File: config.mk
export PLATFORM = sky130hd
export DESIGN_NAME = reg_write_sink_flat
export DESIGN_NICKNAME = d
export VERILOG_FILES = /design/src/rtl/reg_write_sink_if.sv /design/src/rtl/reg_write_sink.sv /design/src/flat_wrapper.sv
export SDC_FILE = /design/constraint.sdc
export NUM_CORES = 1
export LEC_CHECK = 0
export ABC_AREA = 1
export BUFFER_PORTS_ARGS = -buffer_cell sky130_fd_sc_hd__buf_2
export CELL_PAD_IN_SITES_DETAIL_PLACEMENT = 0
export CELL_PAD_IN_SITES_GLOBAL_PLACEMENT = 1
export CORE_ASPECT_RATIO = 0.6
export CORE_MARGIN = 2
export CORE_UTILIZATION = 48
export DETAILED_ROUTE_END_ITERATION = 7
export PLACE_DENSITY = 0.92
export SYNTH_ARGS = -nofsm -noshare
export SYNTH_HDL_FRONTEND = slang
export SYNTH_SLANG_ARGS = --single-unit
export TNS_END_PERCENT = 100
File: constraint.sdc
create_clock -name clock -period 4.7 [get_ports clock]
set_clock_uncertainty 0.15 [all_clocks]
set_input_delay 0 -clock clock [delete_from_list [all_inputs] [get_ports clock]]
set_output_delay 0 -clock clock [all_outputs]
set_load 0.05 [all_outputs]
File: src/rtl/reg_write_sink_if.sv
// Parent-to-child write port: parent drives wr_valid/wr_data, sink returns wr_ready.
interface reg_write_sink_if #(
    parameter int WIDTH = 8
);
    logic             wr_valid;
    logic [WIDTH-1:0] wr_data;
    logic             wr_ready;

    modport master (output wr_valid, output wr_data, input  wr_ready);
    modport slave  (input  wr_valid, input  wr_data, output wr_ready);
endinterface

File: src/rtl/reg_write_sink.sv
// Purpose: queue parent writes in a FIFO and commit them to sub_reg one at a time (REG_SINK_ACCUM_EN: commit adds instead of overwrites).
// Latency: 2 edges from accept to sub_reg; peak one commit per 2 cycles.
// Backpressure: wr_ready = !full from registered pointers; a pop from full reopens wr_ready the next cycle.
module reg_write_sink #(
    parameter int WIDTH = 8,
    parameter int DEPTH = 4
) (
    input  logic               clock,
    input  logic               reset_n,
    reg_write_sink_if.slave    wr,
    input  logic               apply_en,
    output logic [WIDTH-1:0]   sub_reg,
    output logic [7:0]         commit_count,
    output logic               busy
);
    localparam int AW = $clog2(DEPTH);

    typedef enum logic {
        IDLE   = 1'b0,
        COMMIT = 1'b1
    } state_t;

    state_t            state_q;
    state_t            state_d;
    logic [AW:0]       wr_ptr;
    logic [AW:0]       rd_ptr;
    logic [WIDTH-1:0]  mem [DEPTH];
    logic [WIDTH-1:0]  hold;
    logic              full;
    logic              empty;
    logic              push;
    logic              pop;
    logic              commit;

    // Extra pointer MSB distinguishes full from empty when the indices match.
    assign empty       = (wr_ptr == rd_ptr);
    assign full        = (wr_ptr[AW] != rd_ptr[AW]) && (wr_ptr[AW-1:0] == rd_ptr[AW-1:0]);
    assign wr.wr_ready = !full;
    assign push        = wr.wr_valid && !full;
    assign busy        = !empty || (state_q == COMMIT);

    always_comb begin
        state_d = state_q;
        pop     = 1'b0;
        commit  = 1'b0;
        case (state_q)
            IDLE: begin
                if (!empty && apply_en) begin
                    pop     = 1'b1;
                    state_d = COMMIT;
                end
            end
            COMMIT: begin
                // apply_en is ignored here so a started commit always lands.
                commit  = 1'b1;
                state_d = IDLE;
            end
            default: state_d = IDLE;
        endcase
    end

    always_ff @(posedge clock or negedge reset_n) begin
        if (!reset_n) begin
            state_q <= IDLE;
        end else begin
            state_q <= state_d;
        end
    end

    always_ff @(posedge clock) begin
        if (push) begin
            mem[wr_ptr[AW-1:0]] <= wr.wr_data;
        end
    end

    always_ff @(posedge clock or negedge reset_n) begin
        if (!reset_n) begin
            wr_ptr <= '0;
            rd_ptr <= '0;
            hold   <= '0;
        end else begin
            if (push) begin
                wr_ptr <= wr_ptr + (AW+1)'(1);
            end
            if (pop) begin
                hold   <= mem[rd_ptr[AW-1:0]];
                rd_ptr <= rd_ptr + (AW+1)'(1);
            end
        end
    end

    always_ff @(posedge clock or negedge reset_n) begin
        if (!reset_n) begin
            sub_reg      <= '0;
            commit_count <= '0;
        end else if (commit) begin
`ifdef REG_SINK_ACCUM_EN
            sub_reg      <= sub_reg + hold;
`else
            sub_reg      <= hold;
`endif
            commit_count <= commit_count + 8'd1;
        end
    end
endmodule

File: src/flat_wrapper.sv
// flat-port wrapper written by rule: the top's interface ports become plain ports
module reg_write_sink_flat 
#(
    parameter int WIDTH = 8,
    parameter int DEPTH = 4
)
  (clock, reset_n, apply_en, sub_reg, commit_count, busy, wr_wr_valid, wr_wr_data, wr_wr_ready);
  reg_write_sink_if #(.WIDTH(WIDTH)) wr_i ();
  input  logic clock;
  input  logic reset_n;
  input  logic apply_en;
  output logic [WIDTH-1:0] sub_reg;
  output logic [7:0] commit_count;
  output logic busy;
  input wire logic [$bits(wr_i.wr_valid)-1:0] wr_wr_valid;
  input wire logic [$bits(wr_i.wr_data)-1:0] wr_wr_data;
  output wire logic [$bits(wr_i.wr_ready)-1:0] wr_wr_ready;
  assign wr_i.wr_valid = wr_wr_valid;
  assign wr_i.wr_data = wr_wr_data;
  assign wr_wr_ready = wr_i.wr_ready;
  reg_write_sink #(.WIDTH(WIDTH), .DEPTH(DEPTH)) u_core (.clock(clock), .reset_n(reset_n), .wr(wr_i), .apply_en(apply_en), .sub_reg(sub_reg), .commit_count(commit_count), .busy(busy));
endmodule
Word level (Yosys, flattened, before mapping)
Memory sizes are Yosys's and may differ from the RTL's. A register that Yosys moved wholly into a read port is not among the register bits. Index checks and enable logic that the tools add are counted.

Add/subtract/negate cells: 3. $mul: 0. Div/mod/pow operators: 0. Magnitude comparators: 0. Equal/unequal tests: 3. Shift-type cells: 0. Multiplexer cells: 6. Bitwise logic cells: 1. Reduce and logical (&&, ||, !) cells: 7.

Operator list (number): adder 8 x 1 -> 8 bit, second input constant (1); adder 3 x 1 -> 3 bit, second input constant (2); 2-to-1 mux 1 bit (5); equality test 3 bit (1); logical AND 1 bit (3); logical NOT 1 bit (3); equality test 2 bit (1); case mux 1 bit (2 select lines) (1); logical OR 1 bit (1); != test 1 bit (1); NOT 1 bit (1).

Flip-flop bits (word level): 23. Latch bits: 0. Bits in writable memories: 32. ROM bits: 0. Output and inout bits: 18. Word-level logic and storage cells: 26. Memories: 1.

Memories: u_core.mem (words 4, width 8, read ports 1, clocked after memory_dff 1, wr ports 1, line reg_write_sink.sv:27) `logic [WIDTH-1:0] mem [DEPTH];`.

Depth between registers and ports, before layout
Word-level depth: 6. Depth in mapped cells: 9. Mapped depth without buffers: 7.

Worst setup path after synthesis
OpenSTA, ideal clock, no wires.

Path kind: reg-to-reg. From: register u_core.rd_ptr[0]. To: memory u_core.mem[0][0], enable pin. Arrival time: 1.377 ns. Data required time: 4.179 ns. Setup slack: 2.803 ns. Cell stages (with the launch flop): 7. Path buffers: 1. Clock period less this slack: 1.897 ns. Path through: dfrtp_1 > buf_6 > nand2_1 > nand2_4 > nand3b_4 > nand2_2 > nor2_1.

Longest elaborated chain between the ends: 6.

RTL lines: start: declaration (line reg_write_sink.sv:26) `logic [AW:0] rd_ptr;`; start signal: assignment (line reg_write_sink.sv:87) `rd_ptr <= rd_ptr + (AW+1)'(1);`; equality test 2 bit (line reg_write_sink.sv:37) `assign full = (wr_ptr[AW] != rd_ptr[AW]) && (wr_ptr[AW-1:0] == rd_ptr[AW-1:0]);`; logical AND 1 bit (line reg_write_sink.sv:37); logical NOT 1 bit; net wr_wr_ready (line flat_wrapper.sv:17) `output wire logic [$bits(wr_i.wr_ready)-1:0] wr_wr_ready;`; logical AND 1 bit (line reg_write_sink.sv:39) `assign push = wr.wr_valid && !full;`; 2-to-1 mux 1 bit (line reg_write_sink.sv:71) `if (push) begin`; 2-to-1 mux 1 bit (implied by the code) (line reg_write_sink.sv:72) `mem[wr_ptr[AW-1:0]] <= wr.wr_data;`; end: declaration (line reg_write_sink.sv:27).

The timed path passes the listed nets, and every way through them passes these cells.

Worst setup path after layout
From: register u_core.rd_ptr[0]. To: memory u_core.mem[0][7], enable pin.

Longest elaborated chain between the ends: 6.

RTL lines (line): equality test 2 bit (reg_write_sink.sv:37); logical AND 1 bit (reg_write_sink.sv:37); logical NOT 1 bit (reg_write_sink.sv:39); logical AND 1 bit (reg_write_sink.sv:39); 2-to-1 mux 1 bit (reg_write_sink.sv:71); 2-to-1 mux 1 bit (implied by the code) (reg_write_sink.sv:72).

No other way between the ends.

==> reports/metrics.sh <==
NUM_IO_PINS=30
R2R-START='u_core.rd_ptr[0]'
NUM_ANTENNA_CELLS=0
MAXIMUM_NUMBER_OF_PINS_ON_ONE_NET_BEFORE_GLOBAL_ROUTE_REPAIR=32
CLOCK_LATENCY_AT_THE_LATER_PIN_OF_THE_WORST_SKEW_PAIR_PS=350
SYNTHESIS.AREA_PER_INSTANCE_UM2=9.83
FINALNETCOUNT=345
MULTI_INPUT_AREA_UM2=833
POWER_REPORT.INTERNAL_TOTAL_mW=1.26
SLOWEST_DELAY_PS=810
YOSYS.AREA.TOP_TYPE_SHARE_PCT=34.2
SYNTH-SEQ-AREA-SHARE_PCT=61.8
FLOORPLAN.INITIALDENSITY_PCT=50.0
DIE-AREA_UM2=6510
CRITICAL-PATH-TOP-CELL-BY-COUNT='sky130_fd_sc_hd__nand2_2'
DRTPASS1ITERATIONS=5
FINALSETUPVIOLCOUNT=0
WORST-SLEW-PIN-TRANSITION_PS=720
CTS_TREE='yes'
WIRE_LENGTH_OF_THE_FIRST_GLOBAL_ROUTING_PASS_UM=9470
TOTALPOWERFINAL_mW=2.25
CTS-HOLD-FIX-BUFFERS=11
FINALWORSTPATHREQUIREDPERIOD_PS=2450
TIMING.SETUP.TNS_PS=0
FIRST_GLOBAL_VIAS=1946
VIAS_POST_DR=1959
CRITICAL_PATH.ENDPOINT_TYPE='flip-flop'
SWITCHINGPOWER_uW=989
GR-USAGE-ALL-LAYERS_PCT=19.9
DETAILED_ROUTE_VIAS_PER_INSTANCE=4.75
POST_LAYOUT_NONFILLER_INSTANCES=412
OUTCOME='finished clean'
FINAL-MAX-SLEW-VIOLATION-COUNT=0
ANTENNA_VIOLATING_NETS_POST_ROUTE=0
GRT-OVFL-TOTAL=0
POST_CTS_BUFFERS=0
MAX_REG_FLOPS=32
FINALHOLDWORSTSLACK_PS=71.0
FINAL_HOLD_VIOL_COUNT=0
UTILIZATION_PCT=58.8
HTREE_LEVELS=3
HIGHEST_IR_DROP_SEEN_ON_VDD_uV=330
FINALWORSTSETUPSLACK_PS=2250
CRIT_PATH_MAX_FANOUT=20
POWER_LEAKAGE_nW=1.67
CTS-ROOT-BUF='sky130_fd_sc_hd__clkbuf_8'
PLACED_CELLS=385
ARRIVAL_PS=2280
DRIVE_GT1_SHARE_PCT=16.0
CHIPWIDTH_UM=103
CRITPATHTOPFAMILY='simple AND/OR/NAND/NOR gates'
RSZ0062_AT_GRT='false'
PLACE.PORT_BUFFERS=29
CTS_REPAIR_RESIZE_COUNT=0
P_SEQ_SHARE_PCT=40.6
SYNTH_NETS=304
CRITICAL_PATH.STARTPOINT_TYPE='flip-flop'
NUMBER_OF_DRC_VIOLATIONS_AFTER_DETAILED_ROUTING_ITERATION_0=152
MAXSLEWHEADROOM_PCT=52.0
CRITICALPATHCATEGORY='flip-flop to flip-flop'
COMBINATIONALPOWERSHARE_PCT=38.8
SYNTHESIS.INSTANCES=286
PLACEMENT.CELL_AREA_UM2=3000
FLOORPLAN.CORE_AREA_UM2=5620
CLKTRANSATPATHREGS_PS=70
PATH_CLASS_OF_THE_LOWEST_SLACK_MIN_DELAY_PATH='primary input to async pin'
ANTENNA_FOUND_INITIAL=0
CLOCK.FMAX_MHz=408
AVGROUTEDWIREPERCELL_UM=13.4
FINAL_MIN_PERIOD_OVER_CLOCK_PERIOD_PCT=52.2
POST_SYNTH_INSTANCE_AREA_UM2=2810
CELLPOWERDENSITY_nW_PER_UM2=681
SEQCELLAREA_UM2=1740
FINAL_AREA_UM2=3300
CLOCKBUFFERDEPTH=2
CP.BUFFERS_INVERTERS=1
CRIT_PATH_TOP_DELAY_CELL='sky130_fd_sc_hd__dfrtp_1'
CRIT_REQUIRED_PS=4530
ROW_COUNT=21
MAXCAP_VIOL_COUNT=0
SYNTH-SEQ-CELLS=63
NUMCTSBUFFERS=9
DETAILEDPLACEMENTHPWL_UM=4010
CLKSINKCOUNT=63
P_CLK_SHARE_PCT=20.5
YS.WARNINGS.COUNT=0
DRC=0
SYNTHDOMINANTAREACELLTYPE='sky130_fd_sc_hd__edfxtp_1'
DIEHEIGHT_UM=63.3
NFILLCELLS=507
SWITCHING_SHARE_PCT=43.9
TIMING.CRITICAL_PATH.CELLS='inv_6 -> nand2_2 -> nand2_4 -> nand3b_4 -> nand2_2 -> nor2_1'
AREA_GROWTH_PCT=17.5
WORSTSETUPSTARTPOINT='u_core.rd_ptr[0]'
PRE_CTS_SLACK_PS=2260
CELL_TYPES_WITH_THE_LARGEST_AREA_SHARE_AFTER_SYNTHESIS='sky130_fd_sc_hd__edfxtp_1, sky130_fd_sc_hd__dfrtp_1, sky130_fd_sc_hd__nand2_1'
ROUTABILITYCONGESTION=0.847
DETAIL_ROUTE.WIRELENGTH_UM=5530
SYNTH.LIB_CELLS_USED.DISTINCT=24
-- final cells by class --
class	instances	share of cell area, %
Tap cell	80	3.03
Multi-Input combinational cell	166	25.2
Sequential cell	63	52.6
Clock buffer	9	3.75
Timing Repair Buffer	40	7.72
Inverter	47	5.49
Clock inverter	7	2.23
-- cell families after synthesis --
family,after synthesis,share of synthesized area (%)
buffers and inverters,57,8.59
DFF,63,61.8
AOI/OAI and AO/OA,1,0.178
and+or+nand+nor,150,23.7
adders and majority gates,6,2.67
xor gates and xnor gates,9,3.07
-- worst paths after layout --
check	endpoint	slack, ps	cells past startpoint
max in group asynchronous	u_core.commit_count[3]	3890	2
worst min-delay path	u_core.sub_reg[2]	70	2
min in group clock	u_core.mem[3][5]	280	2
worst min register to register	u_core.sub_reg[3]	320	2
worst max register to register	u_core.mem[0][7]	2250	6
worst max-delay path	u_core.mem[0][7]	2250	6
-- layout by cell type, fill, tap and decap left out, drive strengths merged --
master	n
nand4	13
or2	1
buf	29
bufinv	1
xnor2	4
nand3	22
clkinvlp	3
xor2	5
and3	1
clkinv	3
edfxtp	32
a21oi	1
clkbuf	9
dfrtp	31
nand3b	1
ha	6
dlygate4sd3	11
nand2	107
inv	47
nor2	5
-- metal layers --
metal / track usage (%) / vias to the layer above / wire length [um] / share of wire, %
li1: - / 983 / - / -
met1: 30.6 / 912 / 2930 / 53
met2: 25.1 / 60 / 2150 / 39
met3: 8.66 / 4 / 415 / 7.5
met4: 5.92 / 0 / 35 / 0.63
met5: 0 / - / 0 / 0
-- cells in the mapped netlist --
| library cell | n |
|---|---|
| sky130_fd_sc_hd__clkbuf_1 | 2 |
| sky130_fd_sc_hd__or2_2 | 1 |
| sky130_fd_sc_hd__and3_1 | 1 |
| sky130_fd_sc_hd__nand4_1 | 13 |
| sky130_fd_sc_hd__ha_1 | 6 |
| sky130_fd_sc_hd__dfrtp_1 | 31 |
| sky130_fd_sc_hd__a21oi_1 | 1 |
| sky130_fd_sc_hd__nand3_2 | 2 |
| sky130_fd_sc_hd__nand3b_4 | 1 |
| sky130_fd_sc_hd__buf_4 | 1 |
| sky130_fd_sc_hd__inv_1 | 46 |
| sky130_fd_sc_hd__buf_6 | 2 |
| sky130_fd_sc_hd__buf_2 | 3 |
| sky130_fd_sc_hd__inv_6 | 1 |
| sky130_fd_sc_hd__nor2_1 | 5 |
| sky130_fd_sc_hd__xnor2_1 | 3 |
| sky130_fd_sc_hd__edfxtp_1 | 32 |
| sky130_fd_sc_hd__xnor2_2 | 1 |
| sky130_fd_sc_hd__nand2_1 | 104 |
| sky130_fd_sc_hd__buf_1 | 2 |
| sky130_fd_sc_hd__nand2_4 | 1 |
| sky130_fd_sc_hd__nand3_1 | 20 |
| sky130_fd_sc_hd__xor2_1 | 5 |
| sky130_fd_sc_hd__nand2_2 | 2 |
-- worst reg2reg max path: stages (launching register included) --
cell                       delay [ps]
sky130_fd_sc_hd__dfrtp_1          810
sky130_fd_sc_hd__inv_6            160
sky130_fd_sc_hd__nand2_2          130
sky130_fd_sc_hd__nand2_4           60
sky130_fd_sc_hd__nand3b_4         100
sky130_fd_sc_hd__nand2_2          120
sky130_fd_sc_hd__nor2_1           560
-- power groups by stage --
stage | Combinational (mW) | Clock [mW] | Sequential (mW)
after CTS | 0.879 | 0.469 | 0.915
after global placement | 0.855 | 0 | 0.916
after floorplan | 0.570 | 0 | 1.04
after detailed placement | 0.868 | 0 | 0.926
final | 0.874 | 0.462 | 0.915
after global routing | 0.987 | 0.500 | 0.938
No activity file was read; power rests on OpenSTA's default activity.
